[config.mk]
export PLATFORM = sky130hd
export DESIGN_NAME = decode_stage
export DESIGN_NICKNAME = d
export VERILOG_FILES = /design/src/rtl/decode_pkg.sv /design/src/rtl/regfile_bypass.sv /design/src/rtl/decode_stage.sv
export SDC_FILE = /design/constraint.sdc
export NUM_CORES = 1
export LEC_CHECK = 0
export CAP_MARGIN = 20
export CORE_UTILIZATION = 51
export CTS_CLUSTER_DIAMETER = 60
export CTS_CLUSTER_SIZE = 10
export DETAILED_ROUTE_END_ITERATION = 12
export GPL_TIMING_DRIVEN = 0
export PLACE_DENSITY = 0.89
export SLEW_MARGIN = 20
export SYNTH_ARGS = -nofsm -noshare
export SYNTH_HDL_FRONTEND = slang
export SYNTH_HIERARCHICAL = 1
export SYNTH_SLANG_ARGS = --single-unit
[constraint.sdc]
create_clock -name clk -period 2 [get_ports clk]
set_input_delay 0.2 -clock clk [delete_from_list [all_inputs] [get_ports clk]]
set_output_delay 0.2 -clock clk [all_outputs]
set_load 0.1 [all_outputs]
[src/rtl/decode_pkg.sv]
// Shared decode definitions: opcodes, ALU operations, the control bundle and
// the instruction field layout used by decode_stage.
package decode_pkg;

    localparam int INSTR_W   = 32;
    localparam int OPCODE_W  = 5;
    localparam int OPCODE_HI = 31;
    localparam int OPCODE_LO = 27;
    localparam int RD_HI     = 26;
    localparam int IMM_W     = 16;
    localparam int IMM_HI    = 15;
    localparam int IMM_LO    = 0;

    typedef enum logic [OPCODE_W-1:0] {
        OP_LDM = 5'b00001,
        OP_STD = 5'b00010,
        OP_ADD = 5'b00011,
        OP_NOT = 5'b00100,
        OP_NOP = 5'b00101
    } opcode_e;

    typedef enum logic [2:0] {
        ALU_ADD = 3'b000,
        ALU_NOT = 3'b001,
        ALU_LDM = 3'b010,
        ALU_STD = 3'b011,
        ALU_NOP = 3'b100
    } alu_op_e;

    typedef struct packed {
        logic    reg_write;
        logic    mem_write;
        logic    mem_read;
        logic    alu_source;
        logic    mem_to_reg;
        alu_op_e alu_control;
        logic    illegal;
    } ctrl_t;

    localparam ctrl_t CTRL_NOP = '{
        reg_write:   1'b0,
        mem_write:   1'b0,
        mem_read:    1'b0,
        alu_source:  1'b0,
        mem_to_reg:  1'b0,
        alu_control: ALU_NOP,
        illegal:     1'b0
    };

    // Register fields (rd, rs1, rs2) sit back to back below the opcode.
    function automatic int field_hi(input int addr_w, input int index);
        return RD_HI - index * addr_w;
    endfunction

    function automatic ctrl_t decode_opcode(input opcode_e opcode);
        ctrl_t c;
        c = CTRL_NOP;
        case (opcode)
            OP_LDM: begin
                c.reg_write   = 1'b1;
                c.mem_read    = 1'b1;
                c.alu_source  = 1'b1;
                c.mem_to_reg  = 1'b1;
                c.alu_control = ALU_LDM;
            end
            OP_STD: begin
                c.mem_write   = 1'b1;
                c.alu_control = ALU_STD;
            end
            OP_ADD: begin
                c.reg_write   = 1'b1;
                c.alu_control = ALU_ADD;
            end
            OP_NOT: begin
                c.reg_write   = 1'b1;
                c.alu_control = ALU_NOT;
            end
            OP_NOP: begin
                c.alu_control = ALU_NOP;
            end
            default: begin
                c.illegal = 1'b1;
            end
        endcase
        return c;
    endfunction

endpackage

[src/rtl/regfile_bypass.sv]
// Architectural register file: one synchronous write port and two combinational
// read ports that forward a same-cycle write to the reader.
module regfile_bypass #(
    parameter int  DATA_W    = 16,
    parameter int  REG_COUNT = 8,
    localparam int ADDR_W    = $clog2(REG_COUNT)
) (
    input  logic              clk,
    input  logic              reset,
    input  logic              wr_en,
    input  logic [ADDR_W-1:0] wr_addr,
    input  logic [DATA_W-1:0] wr_data,
    input  logic [ADDR_W-1:0] rd_addr1,
    output logic [DATA_W-1:0] rd_data1,
    input  logic [ADDR_W-1:0] rd_addr2,
    output logic [DATA_W-1:0] rd_data2
);

    logic [DATA_W-1:0] regs_reg [REG_COUNT];
    logic [ADDR_W-1:0] raddr [2];
    logic [DATA_W-1:0] rdata [2];

    always_ff @(posedge clk or negedge reset) begin
        if (!reset) begin
            for (int i = 0; i < REG_COUNT; i++) begin
                regs_reg[i] <= '0;
            end
        end else if (wr_en) begin
            regs_reg[wr_addr] <= wr_data;
        end
    end

    assign raddr[0] = rd_addr1;
    assign raddr[1] = rd_addr2;

    for (genvar gi = 0; gi < 2; gi++) begin : g_read
        assign rdata[gi] = (wr_en && wr_addr == raddr[gi]) ? wr_data : regs_reg[raddr[gi]];
    end

    assign rd_data1 = rdata[0];
    assign rd_data2 = rdata[1];

endmodule

[src/rtl/decode_stage.sv]
// Decode pipeline stage: register read with bypass, opcode decode, load-use
// scoreboard and a registered ID/EX slot with valid/ready handshakes.
module decode_stage
    import decode_pkg::*;
#(
    parameter int  DATA_W    = 16,
    parameter int  REG_COUNT = 8,
    localparam int ADDR_W    = $clog2(REG_COUNT)
) (
    input  logic              clk,
    input  logic              reset,
    input  logic              in_valid,
    output logic              in_ready,
    input  logic [31:0]       instr,
    output logic              out_valid,
    input  logic              out_ready,
    input  logic              flush,
    input  logic              wb_en,
    input  logic [ADDR_W-1:0] wb_addr,
    input  logic [DATA_W-1:0] wb_data,
    input  logic              wb_is_load,
    output logic              REG_Write,
    output logic              MEM_Write,
    output logic              MEM_Read,
    output logic              ALU_Source,
    output logic              MEM_to_REG,
    output logic [2:0]        ALU_Control,
    output logic [ADDR_W-1:0] rd_addr,
    output logic [DATA_W-1:0] read_data1,
    output logic [DATA_W-1:0] read_data2,
    output logic [DATA_W-1:0] imm,
    output logic              illegal
);

    localparam int RS1_HI = field_hi(ADDR_W, 1);
    localparam int RS2_HI = field_hi(ADDR_W, 2);

    logic [ADDR_W-1:0]       rd_field;
    logic [ADDR_W-1:0]       rs1_field;
    logic [ADDR_W-1:0]       rs2_field;
    logic signed [IMM_W-1:0] imm_field;
    logic [DATA_W-1:0]       imm_ext;
    logic [DATA_W-1:0]       rs1_data;
    logic [DATA_W-1:0]       rs2_data;
    ctrl_t                   ctrl_dec;
    logic                    unused_instr;

    logic                    out_valid_reg;
    ctrl_t                   ctrl_reg;
    logic [ADDR_W-1:0]       rd_addr_reg;
    logic [DATA_W-1:0]       read_data1_reg;
    logic [DATA_W-1:0]       read_data2_reg;
    logic [DATA_W-1:0]       imm_reg;

    logic [REG_COUNT-1:0]    busy_reg;
    logic [REG_COUNT-1:0]    busy_next;
    logic                    ldm_in_idex_hit;
    logic                    stall;
    logic                    accept;
    logic                    ldm_leaving;

    assign rd_field     = instr[RD_HI -: ADDR_W];
    assign rs1_field    = instr[RS1_HI -: ADDR_W];
    assign rs2_field    = instr[RS2_HI -: ADDR_W];
    assign imm_field    = instr[IMM_HI:IMM_LO];
    assign imm_ext      = DATA_W'(imm_field);
    assign unused_instr = ^instr;

    assign ctrl_dec = decode_opcode(opcode_e'(instr[OPCODE_HI:OPCODE_LO]));

    regfile_bypass #(
        .DATA_W    (DATA_W),
        .REG_COUNT (REG_COUNT)
    ) u_regfile (
        .clk      (clk),
        .reset    (reset),
        .wr_en    (wb_en),
        .wr_addr  (wb_addr),
        .wr_data  (wb_data),
        .rd_addr1 (rs1_field),
        .rd_data1 (rs1_data),
        .rd_addr2 (rs2_field),
        .rd_data2 (rs2_data)
    );

    // A load still sitting in ID/EX has not set its busy bit yet, so match it directly.
    assign ldm_in_idex_hit = out_valid_reg && ctrl_reg.mem_read &&
                             (rs1_field == rd_addr_reg || rs2_field == rd_addr_reg);
    assign stall    = in_valid && (busy_reg[rs1_field] || busy_reg[rs2_field] || ldm_in_idex_hit);
    assign in_ready = reset && !flush && !stall && (!out_valid_reg || out_ready);
    assign accept   = in_valid && in_ready;

    assign ldm_leaving = out_valid_reg && out_ready && ctrl_reg.mem_read;

    // Set is applied after clear so a load leaving decode wins over a same-register completion.
    always_comb begin
        busy_next = busy_reg;
        if (wb_en && wb_is_load) begin
            busy_next[wb_addr] = 1'b0;
        end
        if (ldm_leaving) begin
            busy_next[rd_addr_reg] = 1'b1;
        end
    end

    always_ff @(posedge clk or negedge reset) begin
        if (!reset) begin
            busy_reg <= '0;
        end else begin
            busy_reg <= busy_next;
        end
    end

    always_ff @(posedge clk or negedge reset) begin
        if (!reset) begin
            out_valid_reg  <= 1'b0;
            ctrl_reg       <= '0;
            rd_addr_reg    <= '0;
            read_data1_reg <= '0;
            read_data2_reg <= '0;
            imm_reg        <= '0;
        end else if (flush) begin
            out_valid_reg  <= 1'b0;
        end else if (accept) begin
            out_valid_reg  <= 1'b1;
            ctrl_reg       <= ctrl_dec;
            rd_addr_reg    <= rd_field;
            read_data1_reg <= rs1_data;
            read_data2_reg <= rs2_data;
            imm_reg        <= imm_ext;
        end else if (out_ready) begin
            out_valid_reg  <= 1'b0;
        end
    end

    assign out_valid   = out_valid_reg;
    assign REG_Write   = ctrl_reg.reg_write;
    assign MEM_Write   = ctrl_reg.mem_write;
    assign MEM_Read    = ctrl_reg.mem_read;
    assign ALU_Source  = ctrl_reg.alu_source;
    assign MEM_to_REG  = ctrl_reg.mem_to_reg;
    assign ALU_Control = ctrl_reg.alu_control;
    assign illegal     = ctrl_reg.illegal;
    assign rd_addr     = rd_addr_reg;
    assign read_data1  = read_data1_reg;
    assign read_data2  = read_data2_reg;
    assign imm         = imm_reg;

endmodule

## Word-level counts from Yosys, hierarchy flattened

Index checks and enable logic that the tools add are counted.

- Bitwise operators: 7
- Muxes and demuxes: 29
- Equality and inequality tests: 9
- $lt $le $gt $ge: 10
- Reduce and logical (&&, ||, !) cells: 26

Operators with widths:

| cell | count |
|---|---|
| $bwmux 128 | 1 |
| $mux 16 | 7 |
| $bmux 16 s3 | 2 |
| $demux 16 s3 | 1 |
| $lt 3x4->1 const B | 4 |
| $mux 8 | 2 |
| $logic_and 1x1->1 | 15 |
| $eq 3x3->1 | 4 |
| $ge 4x4->1 const B | 3 |
| $not 3->4 | 3 |
| $pmux 3 s4 | 1 |
| $eq 5x2->1 const B | 2 |
| $eq 5x3->1 const B | 2 |
| $mux 1 | 10 |
| $and 8x8->8 | 1 |
| $not 8->8 | 1 |
| $or 8x8->8 | 1 |
| $bmux 1 s3 | 2 |
| $demux 1 s3 | 2 |
| $ge 3x1->1 const B | 2 |
| $eq 5x1->1 const B | 1 |
| $reduce_or 5->1 | 1 |
| $logic_or 1x1->1 | 4 |
| $lt 4x1->1 const B | 1 |
| 6 further kinds | 8 |

- Word-level logic and storage cells: 102
- Bits of input ports: 58
- Output and inout bits: 62
- Bits in registers: 197

## Logic depth before layout (Yosys ltp)

Gate-level depths: netlist (run 1).

- Depth after elaboration: 11
- Mapped depth: 8
- Gate-level depth less buffers: 5

## By module

The synthesis (run 1) kept the hierarchy.

By module, submodules not included:

| module | instances | area an instance (sq um) | cells each | seq. area each (sq um) |
|---|---|---|---|---|
| regfile_bypass | 1 | 7508.5 | 452 | 3203.1 |
| decode_stage | 1 | 2905.3 | 202 | 1676.6 |

## Worst setup path before layout (run 1)

OpenSTA, ideal clock, no wires.

- Path kind: register -> output
- From: register rd_addr_reg[1] (netlist: rd_addr[1])
- To: output in_ready
- Path buffers: 1
- Path slack: -1.322 ns
- Stages on the path, launching flop included: 7
- Required time: 1.800 ns
- Arrival time: 3.122 ns
- Path through: dfrtp_1 -> clkbuf_1 -> xor2_1 -> nor4_1 -> nor2_1 -> nand2_1 -> a21oi_1

- Longest elaborated chain between the ends: 8
- Elaborated cells on any way between the ends: 9
- Classes of those cells: eq/ne: 2; reduce/logical: 7

Ends and longest elaborated chain:

| element | RTL line | source |
|---|---|---|
| start, declared | decode_stage.sv:50 | `logic [ADDR_W-1:0] rd_addr_reg;` |
| start signal, assigned | decode_stage.sv:127 | `rd_addr_reg <= rd_field;` |
| $eq 3x3->1 | decode_stage.sv:88 | `(rs1_field == rd_addr_reg \|\| rs2_field == rd_addr_reg);` |
| $logic_or 1x1->1 * | decode_stage.sv:88 |  |
| $logic_and 1x1->1 * | decode_stage.sv:87 | `assign ldm_in_idex_hit = out_valid_reg && ctrl_reg.mem_read &&` |
| $logic_or 1x1->1 * | decode_stage.sv:89 | `assign stall = in_valid && (busy_reg[rs1_field] \|\| busy_reg[rs2_field] \|\| ldm_in_idex_hit);` |
| $logic_and 1x1->1 * | decode_stage.sv:89 |  |
| $logic_not 1->1 * | decode_stage.sv:90 | `assign in_ready = reset && !flush && !stall && (!out_valid_reg \|\| out_ready);` |
| $logic_and 1x1->1 * (2 in series) | decode_stage.sv:90 |  |
| end, declared | decode_stage.sv:13 | `output logic in_ready,` |

Every way passes the cells marked *; elsewhere a longest branch is shown, timed or not.

## Final worst setup path (run 1)

- From: register busy_reg[6]
- To: output in_ready

- Longest elaborated chain between the ends: 8
- Elaborated cells on any way between the ends: 10
- Classes of those cells: mux: 4; reduce/logical: 6

Ends and longest elaborated chain:

| element | RTL line | source |
|---|---|---|
| start, declared | decode_stage.sv:55 | `logic [REG_COUNT-1:0] busy_reg;` |
| start signal, assigned | decode_stage.sv:110 | `busy_reg <= busy_next;` |
| $bmux 1 s3 | decode_stage.sv:89 |  |
| $mux 1 (not written as such) | decode_stage.sv:89 |  |
| $logic_or 1x1->1 * (2 in series) | decode_stage.sv:89 |  |
| $logic_and 1x1->1 * | decode_stage.sv:89 |  |
| $logic_not 1->1 * | decode_stage.sv:90 |  |
| $logic_and 1x1->1 * (2 in series) | decode_stage.sv:90 |  |

Every way passes the cells marked *; elsewhere a longest branch is shown, timed or not. The select of a mux whose other input is x is not followed.

==> flow_metrics.tcl, run 1 <==
set metrics [dict create \
    outcome "finished with violations" \
    violations "negative setup slack" \
    ff2ff_setup_slack_ps -430 \
    stdcell_count 1093 \
    antenna_found_initial 1 \
    drc 0 \
    gp_congestion 0.858 \
    holdWs_ps 270 \
    nNetsFinal 874 \
    critPathKind "reg -> out" \
    largest_register_ff_count 128 \
    r2r_start "busy_reg[6]$_DFF_PN0_" \
    core_area_um2 19700 \
    end_kind "output port" \
    p_leak_nw 5.73 \
    seqCellArea_um2 4890 \
    critical_path.max_fanout 3 \
    hp-start "wb_data[8]" \
    grt_pass1_vias 6975 \
    reg2reg_depth 8 \
    synth_cell_types 30 \
    htree_levels 4 \
    ant_nets 0 \
    yosysWarnings 6 \
    report.final.slew_viol_count 0 \
    dp_hpwl_um 16400 \
    clock_path_buffers 2 \
    fillCellCount 1338 \
    clkPwrFrac_pct 23.2 \
    synth_nets 712 \
    drive_gt1_share_pct 47.5 \
    die_area_um2 21000 \
    critPathRequiredTime_ps 1800 \
    hold_class "in -> reg" \
    arrival_ps 2310 \
    avgSynthCellArea_um2 15.9 \
    wirelength_um 28300 \
    fmax_mhz 398 \
    synth-xor-area-share_pct 1.26 \
    synthCells 654 \
    switchingPower_w 0.00615 \
    ios 120 \
    vias_per_cell 6.29 \
    tightest_slew_ps 1020 \
    rsz0062_at_grt "yes" \
    setup_slack_ps -509 \
    synth-seq-cells 195 \
    syn2layout_area_growth_pct 24.2 \
    power_density_nw_per_um2 1170 \
    sw_frac_of_total_pct 40.8 \
    via_count 6870 \
    die_w_um 145 \
    p_comb_share_pct 40.4 \
    netlist_area_um2 10400 \
    ir_drop_mv 0.907 \
    period_needed_ps 2510 \
    synth-adder-area-share_pct 0 \
    row_count 51 \
    hold_end "u_regfile/regs_reg[24]$_DFFE_PN0P_" \
    initial_core_util_pct 52.8 \
    timing.slew.headroom_pct 32.1 \
    setup_viol_count_final 70 \
    p_int_w 0.00893 \
    cts_made_buffers 17 \
    dieHeight_um 145 \
    grt_pass1_wl_um 40300 \
    grt_max_degree 100 \
    maxCapViolCount 0 \
    finish.utilization_pct 65.6 \
    multi_input_area_um2 5250 \
    grt_overflow 0 \
    synth.area.mux_share_pct 44.7 \
    cts_tree "yes" \
    numClockSinks 195 \
    dp_worst_setup_slack_ps -1480 \
    hold_viol 0 \
    synth-simple-area-share_pct 2.52 \
    ctsRootBufferMaster "clkbuf_16" \
    avgRoutedWirePerCell_um 25.9 \
    io_buffers 99 \
    fin_worst_skew_ps 10.8 \
    worst_skew_pair.late_latency_ps 440 \
    period_share_pct 125 \
    synth_top_family_by_area "multiplexers" \
    clk_pin_slew_ps 70 \
    drtIter0Drc 521 \
    dp_cells 1020 \
    grt_util_all_layers_pct 26.8 \
    synth-compound-area-share_pct 1.25 \
    start_kind "flip-flop" \
    power_frac_seq_pct 36.5 \
    drt_first_pass_iters 5 \
    yosysSeqAreaShare_pct 46.9 \
    power_w 0.0151 \
    reg2reg_to "MEM_Write$_DFFE_PN0P_" \
    hold_depth 2 \
]
==> layout make-up <==
| cell class | instances | area share [%] |
|---|---|---|
| antenna | 1 | 0.0194 |
| tap | 265 | 2.56 |
| timing repair buffer | 143 | 10.8 |
| sequential | 195 | 37.8 |
| multi-input combinational | 396 | 40.6 |
| clock buffer | 20 | 3.53 |
| buffer | 63 | 3.71 |
| clock inverter | 10 | 0.958 |
==> synthesized netlist by cell type <==
master      n  area [um^2]
o21ai_0    13         65.1
nand3b_1    2         15.0
nor3b_2     2         25.0
a21oi_1     3         15.0
nand4_1     4         25.0
nand4b_1    5         43.8
buf_6      10          113
xnor2_1     9         78.8
nor3_2      2         20.0
nor2_1      2         7.51
nand2b_1    8         50.1
nand3_1     1         5.00
clkbuf_1   15         56.3
nand2_1     6         22.5
nor2b_1     1         6.26
mux2_4     20          300
buf_2      14         70.1
o31ai_1     5         37.5
nor4_1      2         12.5
buf_1      18         67.6
nor4b_1     1         8.76
mux4_2      8          180
or2_2       1         6.26
dfrtp_1   195         4880
buf_4       6         45.0
a211oi_2    1         12.5
mux4_1     60         1580
nor3_1      3         15.0
xor2_1      6         52.6
mux2_2    231         2600
==> cell families (layout without fill, tap and decap cells) <==
logic type	after synthesis	count (layout)
AOI/OAI and AO/OA	22	22
other	0	1
and+or+nand+nor	40	40
muxes	319	319
DFF	195	195
buffers and inverters	63	236
xor gates and xnor gates	15	15
==> power groups by stage <==
stage	Clock (W)	Combinational, W	Sequential [W]
final	0.00350	0.00609	0.00550
after CTS	0.00350	0.00604	0.00546
after floorplan	0	0.00208	0.00811
after global routing	0.00367	0.00630	0.00561
after detailed placement	0	0.00620	0.00554
after global placement	0	0.00608	0.00547
==> worst max-delay path by stage <==
stage / end / startpoint / slack, ps
global route: in_ready / busy_reg[2]$_DFF_PN0_ / -550
global placement: rd_addr[1]$_DFFE_PN0P_ / reset / -8750
floorplan: ALU_Control[0]$_DFFE_PN0P_ / busy_reg[7]$_DFF_PN0_ / -170
detailed placement: in_ready / instr[22] / -1480
finish: in_ready / busy_reg[6]$_DFF_PN0_ / -510
CTS: in_ready / busy_reg[2]$_DFF_PN0_ / -500
==> through the flow <==
| step | instance area, um^2 | TNS, ps |
|---|---|---|
| after floorplan | 10500 | -7420 |
| after global placement | 11800 | -1932290 |
| after detailed placement | 11800 | -106260 |
| after CTS | 12700 | -21550 |
| after global routing | 12900 | -26140 |
| final | 12900 | -22390 |
==> routing by layer <==
metal,vias up,track usage (%),part of all wire (%)
met5,-,0,0
met4,0,10.1,3.9
met3,81,5.99,8.0
met1,3569,33.4,39
li1,2852,-,-
met2,368,45.6,49
==> critical path: stages (launching register included) <==
cell and delay (ps):
dfrtp_1 400, mux4_2 500, mux2_4 310, a211oi_4 200, nand2_2 100, a21oi_4 180, buf_12 190
==> placed cells by master, fill, tap and decap left out, types with 2 or more instances in the layout <==
cell	Yosys	final
mux2_2	231	229
dfrtp_1	195	190
dlygate4sd2_1	0	61
mux4_1	60	60
buf_4	6	38
clkdlybuf4s50_1	0	34
mux2_4	20	22
clkbuf_16	0	20
buf_6	10	16
buf_1	18	16
o21ai_0	13	12
xnor2_1	9	9
clkbuf_2	0	8
nand2b_1	8	8
mux4_2	8	8
buf_2	14	7
xor2_1	6	6
nand4b_1	5	5
nand2_1	6	5
o31ai_1	5	5
buf_8	0	5
buf_12	0	5
clkbuf_1	15	5
nand4_1	4	4
clkinvlp_4	0	4
clkbuf_4	0	4
dfrtp_2	0	3
clkbuf_8	0	3
nor3_1	3	3
buf_16	0	3
nand3b_1	2	2
nor4_1	2	2
nor2_1	2	2
a21oi_1	3	2
bufinv_16	0	2
inv_6	0	2
dfrtp_4	0	2
nor3b_4	0	2
nor3_4	0	2
==> what timing repair did <==
action / in CTS / in global routing
setup buffers: 11 / 25
gates resized for setup: 128 / 9
endpoints found under the setup margin: 161 / 122
gates cloned: 4 / 1
hold buffers: 2 / 0
pin swaps: 9 / 8
endpoints found under the hold margin: 30 / 0
Power figures use the tool's default switching activity.
==> run 2, diff against run 1 <==
--- a/config.mk
+++ b/config.mk
@@ -12,8 +12,6 @@
 export DETAILED_ROUTE_END_ITERATION = 12
 export GPL_TIMING_DRIVEN = 0
 export PLACE_DENSITY = 0.89
-export SLEW_MARGIN = 20
 export SYNTH_ARGS = -nofsm -noshare
 export SYNTH_HDL_FRONTEND = slang
-export SYNTH_HIERARCHICAL = 1
 export SYNTH_SLANG_ARGS = --single-unit
==> run 2 against run 1 <==
  * The run ends with negative hold slack, negative setup slack left
  * Critical path depth did not move
  * Via count rose by 0.41%
  * Clock power rose by 8.9%
  * Die area fell by 4.2%
  * Largest cell class is now registers
==> flow_metrics.tcl, run 2 <==
set metrics [dict create \
    nNetsFinal 913 \
    p_comb_share_pct 39.1 \
    die_w_um 142 \
    arrival_ps 2280 \
    r2r_start "busy_reg[2]$_DFF_PN0_" \
    fin_worst_skew_ps 9.69 \
    grt_max_degree 119 \
    place_area_um2 11300 \
    end_kind "output port" \
    worst_skew_pair.late_latency_ps 440 \
    holdWs_ps -254 \
    grt_pass1_wl_um 40700 \
    period_share_pct 124 \
    multi_input_area_um2 4850 \
    drc 0 \
    drt_first_pass_iters 4 \
    power_density_nw_per_um2 1240 \
    clk_pin_slew_ps 70 \
    reg2reg_depth 8 \
    rsz0062_at_grt "yes" \
    start_kind "flip-flop" \
    synth-seq-cells 195 \
    synthCells 723 \
    avgRoutedWirePerCell_um 23.6 \
    critPathKind "reg -> out" \
    dieHeight_um 142 \
    synth_area_leaders "dfrtp_1 (49%), mux4_2 (15%), mux2_2 (15%), mux2i_1 (6.5%), mux2_1 (2.9%)" \
    critPathRequiredTime_ps 1800 \
    timing.slew.headroom_pct 32.9 \
    yosysTopAreaCell "dfrtp_1" \
    htree_levels 4 \
    ff2ff_setup_slack_ps -450 \
    synthFlopType "dfrtp_1" \
    cpPeakStageDelay_ps 480 \
    clkPwrFrac_pct 24.8 \
    top_layer "met4" \
    synth_nets 781 \
    vias_per_cell 6.11 \
    worstPathCellList "mux4_2 -> mux2_4 -> a211oi_4 -> nand2_2 -> a21oi_4 -> buf_12" \
    wl_met2_um 13600 \
    avgSynthCellArea_um2 13.8 \
    drive_gt1_share_pct 37.2 \
    io_buffers 96 \
    reg2reg_to "imm[8]$_DFFE_PN0P_" \
    ctsRootBufferMaster "clkbuf_16" \
    row_count 50 \
    setup_viol_count_final 60 \
    numClockSinks 195 \
    period_needed_ps 2480 \
    cts_made_buffers 17 \
    synth-edff-count 0 \
    syn2layout_area_growth_pct 24.6 \
    synth_common_cells "dfrtp_1 (195), mux2_2 (129), mux4_2 (68)" \
    dp_hpwl_um 16400 \
    layout_common_cells "dfrtp_1 (190), mux2_2 (128), mux4_2 (68), mux2i_1 (63), dlygate4sd2_1 (57)" \
    hold_viol 78 \
    async_reset_ff_share_pct 100 \
    core_area_um2 19000 \
    p_leak_nw 5.68 \
    clock_path_buffers 2 \
    cts_tree "yes" \
    netlist_area_um2 9970 \
    initial_core_util_pct 52.6 \
    ir_drop_mv 0.650 \
    synth_cell_types 29 \
    outcome "finished with violations" \
    grt_util_all_layers_pct 27.6 \
    dp_worst_setup_slack_ps -1430 \
    yosysWarnings 0 \
    yosysSeqAreaShare_pct 49.0 \
    hold_class "in -> async" \
    report.final.slew_viol_count 0 \
    grt_overflow 0 \
    setup_slack_ps -480 \
    sw_frac_of_total_pct 40.9 \
    final_common_cell "dfrtp_1" \
    antenna_found_initial 1 \
    finalSetupTns_ps -24280 \
    largest_register_ff_count 128 \
    grt_pass1_vias 7245 \
    ant_nets 0 \
    synth_top_area_share_pct 49.0 \
    switchingPower_w 0.00627 \
    critical_path.max_fanout 3 \
    drtIter0Drc 630 \
    power_frac_seq_pct 36.1 \
    maxCapViolCount 0 \
    synth.most_common_cell "dfrtp_1" \
    tightest_slew_ps 1010 \
    fillCellCount 1250 \
    die_area_um2 20100 \
    seqCellArea_um2 4890 \
    violations "negative hold slack, negative setup slack" \
    wl_met1_um 10100 \
    wirelength_um 26700 \
    fmax_mhz 403 \
    gp_congestion 0.800 \
    via_count 6898 \
    p_int_w 0.00907 \
    wl_met3_um 2140 \
    postLayoutCellArea_um2 12400 \
    cpMaxStageDelayCell "mux4_2" \
    ios 120 \
]
## run 2: changes by cell type after synthesis, sizes merged, moves of 3 or more
cell    change
clkbuf     +12
nand4b      -3
inv        +32
nor2        +5
nand2      +33
buf        -10
nand3       +3
o21ai      +33
mux2i      +65
mux2       -96
## run 2: how the worst max path moves through the flow
| stage | start | to | slack (ps) | depth (start not counted) |
|---|---|---|---|---|
| after floorplan | busy_reg[7]$_DFF_PN0_ | in_ready | -120 | 5 |
| after global placement | reset | rd_addr[1]$_DFFE_PN0P_ | -8660 | 1 |
| after detailed placement | instr[23] | in_ready | -1430 | 8 |
| after CTS | busy_reg[5]$_DFF_PN0_ | in_ready | -490 | 6 |
| after global routing | busy_reg[7]$_DFF_PN0_ | imm[8]$_DFFE_PN0P_ | -530 | 8 |
| final | busy_reg[2]$_DFF_PN0_ | in_ready | -480 | 6 |
## run 2: power groups by stage
stage	Sequential (W)	Clock [W]	Combinational (W)
after detailed placement	0.00556	0	0.00600
final	0.00554	0.00381	0.00600
after global placement	0.00548	0	0.00586
after CTS	0.00549	0.00381	0.00593
after floorplan	0.00808	0	0.00193
after global routing	0.00564	0.00399	0.00623
## run 2: cell type report
type                    count  share of cell area (%)
flip-flops and latches    195                    39.4
multi-input cells         431                    39.1
repair buffers            115                    9.71
clock buffers              19                    3.65
plain buffers              63                    2.94
well taps                 260                    2.62
clock inverters            13                    1.64
inverters                  32                   0.967
diodes                      1                  0.0201
## run 2: per-stage QoR
step | hold WS, ps | cells | power (W) | util, %
after floorplan | -95.6 | 723 | 0.0100 | -
after CTS | -243 | 1122 | 0.0152 | 65.1
final | -254 | 1129 | 0.0153 | 65.5
after detailed placement | 224 | 1081 | 0.0116 | 59.9
after global placement | 474 | 1079 | 0.0113 | 59.7
after global routing | -211 | 1128 | 0.0159 | 65.5
## run 2: repair_timing
item	CTS	global route
endpoints found under the hold margin	78	78
gates resized for setup	139	10
endpoints found under the setup margin	207	99
pin swaps	1	2
gates cloned	5	0
buffers inserted	6	7
## run 2: metal layers
layer,GRT usage (%),vias up
met5,0,-
met4,12.6,0
met3,8.23,76
met2,46.8,345
met1,32.3,3583
li1,-,2894
## run 2: critical path: cells and delay by family (launching register included)
| family | cells | cell delay, ps |
|---|---|---|
| mux | 2 | 770 |
| simple gates | 1 | 100 |
| flops | 1 | 420 |
| compound gates | 2 | 370 |
| buf+inv | 1 | 190 |
## run 2: logic make-up (layout without fill, tap and decap cells)
logic type | after synthesis | after routing | share of synthesized area (%)
and+or+nand+nor | 77 | 77 | 3.65
xor gates and xnor gates | 13 | 13 | 1.14
AOI/OAI and AO/OA | 53 | 53 | 2.84
other | 0 | 1 | 0
muxes | 288 | 288 | 39.4
buffers and inverters | 97 | 242 | 4.02
DFF | 195 | 195 | 49.0
==> run 3, diff against run 2 <==
--- a/config.mk
+++ b/config.mk
@@ -5,13 +5,15 @@
 export SDC_FILE = /design/constraint.sdc
 export NUM_CORES = 1
 export LEC_CHECK = 0
+export ABC_AREA = 1
 export CAP_MARGIN = 20
-export CORE_UTILIZATION = 51
+export CORE_UTILIZATION = 52
 export CTS_CLUSTER_DIAMETER = 60
 export CTS_CLUSTER_SIZE = 10
 export DETAILED_ROUTE_END_ITERATION = 12
 export GPL_TIMING_DRIVEN = 0
 export PLACE_DENSITY = 0.89
+export SKIP_LAST_GASP = 1
 export SYNTH_ARGS = -nofsm -noshare
 export SYNTH_HDL_FRONTEND = slang
 export SYNTH_SLANG_ARGS = --single-unit
==> run 3 against run 2 <==
  * The flow finishes with violations (negative setup slack)
  * Power down 10%
  * First-iteration DRC count rose to 2.6 times the previous value
  * Sequential share of layout area down 2.7 points
  * Largest cell class is now multi-input combinational cells
==> flow_metrics.tcl, run 3 <==
set metrics [dict create \
    clkPwrFrac_pct 25.6 \
    grt_max_degree 107 \
    worstPathCellList "buf_8 -> inv_6 -> nand2_2 -> nand2_2 -> nand3_4 -> a21oi_4 -> nor2_4 -> o21a_4 -> buf_12" \
    synth_area_leaders "dfrtp_1 (44%), nand2_1 (22%), nand3_1 (11%), o21ai_0 (6.4%), inv_1 (5.5%)" \
    grt_util_all_layers_pct 35.3 \
    tightest_slew_ps 1010 \
    nNetsFinal 1801 \
    dp_worst_setup_slack_ps -1450 \
    netlist_area_um2 11000 \
    end_kind "output port" \
    cp_common_cell "nand2_2" \
    wirelength_um 37500 \
    grt_overflow 0 \
    die_area_um2 21700 \
    dp_hpwl_um 26600 \
    maxCapViolCount 0 \
    layout_common_cells "nand2_1 (635), nand3_1 (249), dfrtp_1 (190), inv_1 (161), o21ai_0 (141)" \
    worst_skew_pair.late_latency_ps 450 \
    cts_tree "yes" \
    p_int_w 0.00773 \
    antenna_found_initial 1 \
    synth-adder-area-share_pct 0 \
    yosysWarnings 0 \
    die_w_um 147 \
    critical_path.max_fanout 8 \
    synth.most_common_cell "nand2_1" \
    cpMaxStageDelayCell "dfrtp_4" \
    cts_made_buffers 17 \
    synth_nets 1657 \
    grt_pass1_vias 11551 \
    yosysTopAreaCell "dfrtp_1" \
    setup_viol_count_final 1 \
    clock_path_buffers 2 \
    arrival_ps 2020 \
    violations "negative setup slack" \
    synth-compound-area-share_pct 6.74 \
    outcome "finished with violations" \
    final_common_cell "nand2_1" \
    synth-simple-area-share_pct 37.8 \
    vias_per_cell 5.91 \
    place_area_um2 12500 \
    syn2layout_area_growth_pct 21.3 \
    setup_slack_ps -221 \
    synth_cell_types 26 \
    avgRoutedWirePerCell_um 18.5 \
    drc 0 \
    holdWs_ps 313 \
    p_comb_share_pct 37.0 \
    start_kind "flip-flop" \
    via_count 11971 \
    sw_frac_of_total_pct 43.7 \
    rsz0062_at_grt "yes" \
    hold_class "in -> reg" \
    clk_pin_slew_ps 80 \
    cpPeakStageDelay_ps 490 \
    power_density_nw_per_um2 1030 \
    fin_worst_skew_ps 14.4 \
    async_reset_ff_share_pct 100 \
    ant_nets 0 \
    critPathRequiredTime_ps 1800 \
    initial_core_util_pct 53.6 \
    yosysSeqAreaShare_pct 44.4 \
    synth_top_area_share_pct 44.4 \
    core_area_um2 20500 \
    reg2reg_depth 9 \
    critPathKind "reg -> out" \
    synth_top_family_by_area "simple AND/OR/NAND/NOR gates" \
    worst-path-stages 9 \
    switchingPower_w 0.00601 \
    ctsRootBufferMaster "clkbuf_16" \
    report.final.slew_viol_count 0 \
    postLayoutCellArea_um2 13300 \
    fmax_mhz 450 \
    power_frac_seq_pct 37.4 \
    synth-xor-area-share_pct 0.0798 \
    synth-seq-cells 195 \
    synth_common_cells "nand2_1 (637), nand3_1 (250), dfrtp_1 (195)" \
    avgSynthCellArea_um2 6.87 \
    ir_drop_mv 0.659 \
    p_leak_nw 7.16 \
    period_needed_ps 2220 \
    htree_levels 4 \
    synth.area.mux_share_pct 0 \
    numClockSinks 195 \
    gp_congestion 0.952 \
    timing.slew.headroom_pct 33.2 \
    drive_gt1_share_pct 7.63 \
    cpLargestDelayFamily "flip-flops" \
    dieHeight_um 147 \
    cp.buffers_inverters 3 \
    io_buffers 113 \
    grt_pass1_wl_um 59400 \
    synthCells 1599 \
    row_count 52 \
    drtIter0Drc 1660 \
    hold_viol 0 \
    period_share_pct 111 \
    ios 120 \
    largest_register_ff_count 128 \
    hold_depth 3 \
    synth-edff-count 0 \
    drt_first_pass_iters 6 \
    synthFlopType "dfrtp_1" \
]
## run 3: power by group through the flow
stage                     registers, W  clock network, W  logic, W
after floorplan                0.00704                 0   0.00178
after global placement         0.00517                 0   0.00498
after detailed placement       0.00519                 0   0.00508
after CTS                      0.00511           0.00350   0.00495
after global routing           0.00520           0.00366   0.00545
final                          0.00513           0.00352   0.00509
## run 3: worst paths after layout
path | startpoint | endpoint | slack [ps]
min in group asynchronous | reset | u_regfile.regs_reg[20]$_DFFE_PN0P_ | 370
worst max-delay path | rd_addr[0]$_DFFE_PN0P_ | in_ready | -220
worst min register to register | imm[2]$_DFFE_PN0P_ | imm[2]$_DFFE_PN0P_ | 470
worst max register to register | rd_addr[0]$_DFFE_PN0P_ | read_data1[15]$_DFFE_PN0P_ | 90
worst min-delay path | instr[7] | imm[7]$_DFFE_PN0P_ | 310
max in group asynchronous | reset | u_regfile.regs_reg[55]$_DFFE_PN0P_ | 1160
## run 3: kinds of logic after synthesis
group           Yosys count
buf+inv                 285
compound gates          146
flops                   195
xor+xnor                  1
simple gates            972
## run 3: layout make-up
class                      instances  area, um^2
multi-input combinational       1119        4930
tap                              270         338
clock inverter                    12         136
timing repair buffer             126        1350
inverter                         174         663
antenna                            1        2.50
clock buffer                      20         457
fill                            1754        7170
buffer                           110         554
sequential                       195        4890
## run 3: worst reg2reg max path: stages, from the launching register on
cell	delay [ps]
dfrtp_4	490
buf_8	150
xnor2_1	120
nand3_1	130
a21oi_4	80
nor2_4	150
buf_4	220
clkbuf_4	250
nand4_1	150
nand2_1	120
## run 3: per-stage QoR
stage	power, W	utilization, %	TNS [ps]	instances
final	0.0137	65.0	-221	2027
after global routing	0.0143	65.0	-262	2027
after CTS	0.0136	63.8	-210	2016
after detailed placement	0.0103	61.0	-34840	1983
after global placement	0.0101	60.8	-1821940	1982
after floorplan	0.00881	-	0	1599
## run 3: layer usage
metal  routed length (um)  up-vias  GRT usage, %
met4                 2070        0          19.3
met2                17400      817          56.0
met3                 3640      189          6.34
li1                     -     5380             -
met5                    0        -             0
met1                14300     5585          45.7
## run 3: timing repair
action                                  CTS  global route
pin swaps                                 2             5
endpoints found under the setup margin  108            51
buffers inserted                          1             0
gates resized for setup                  75            18
cloned                                    1             1
hold endpoints to repair                104           145
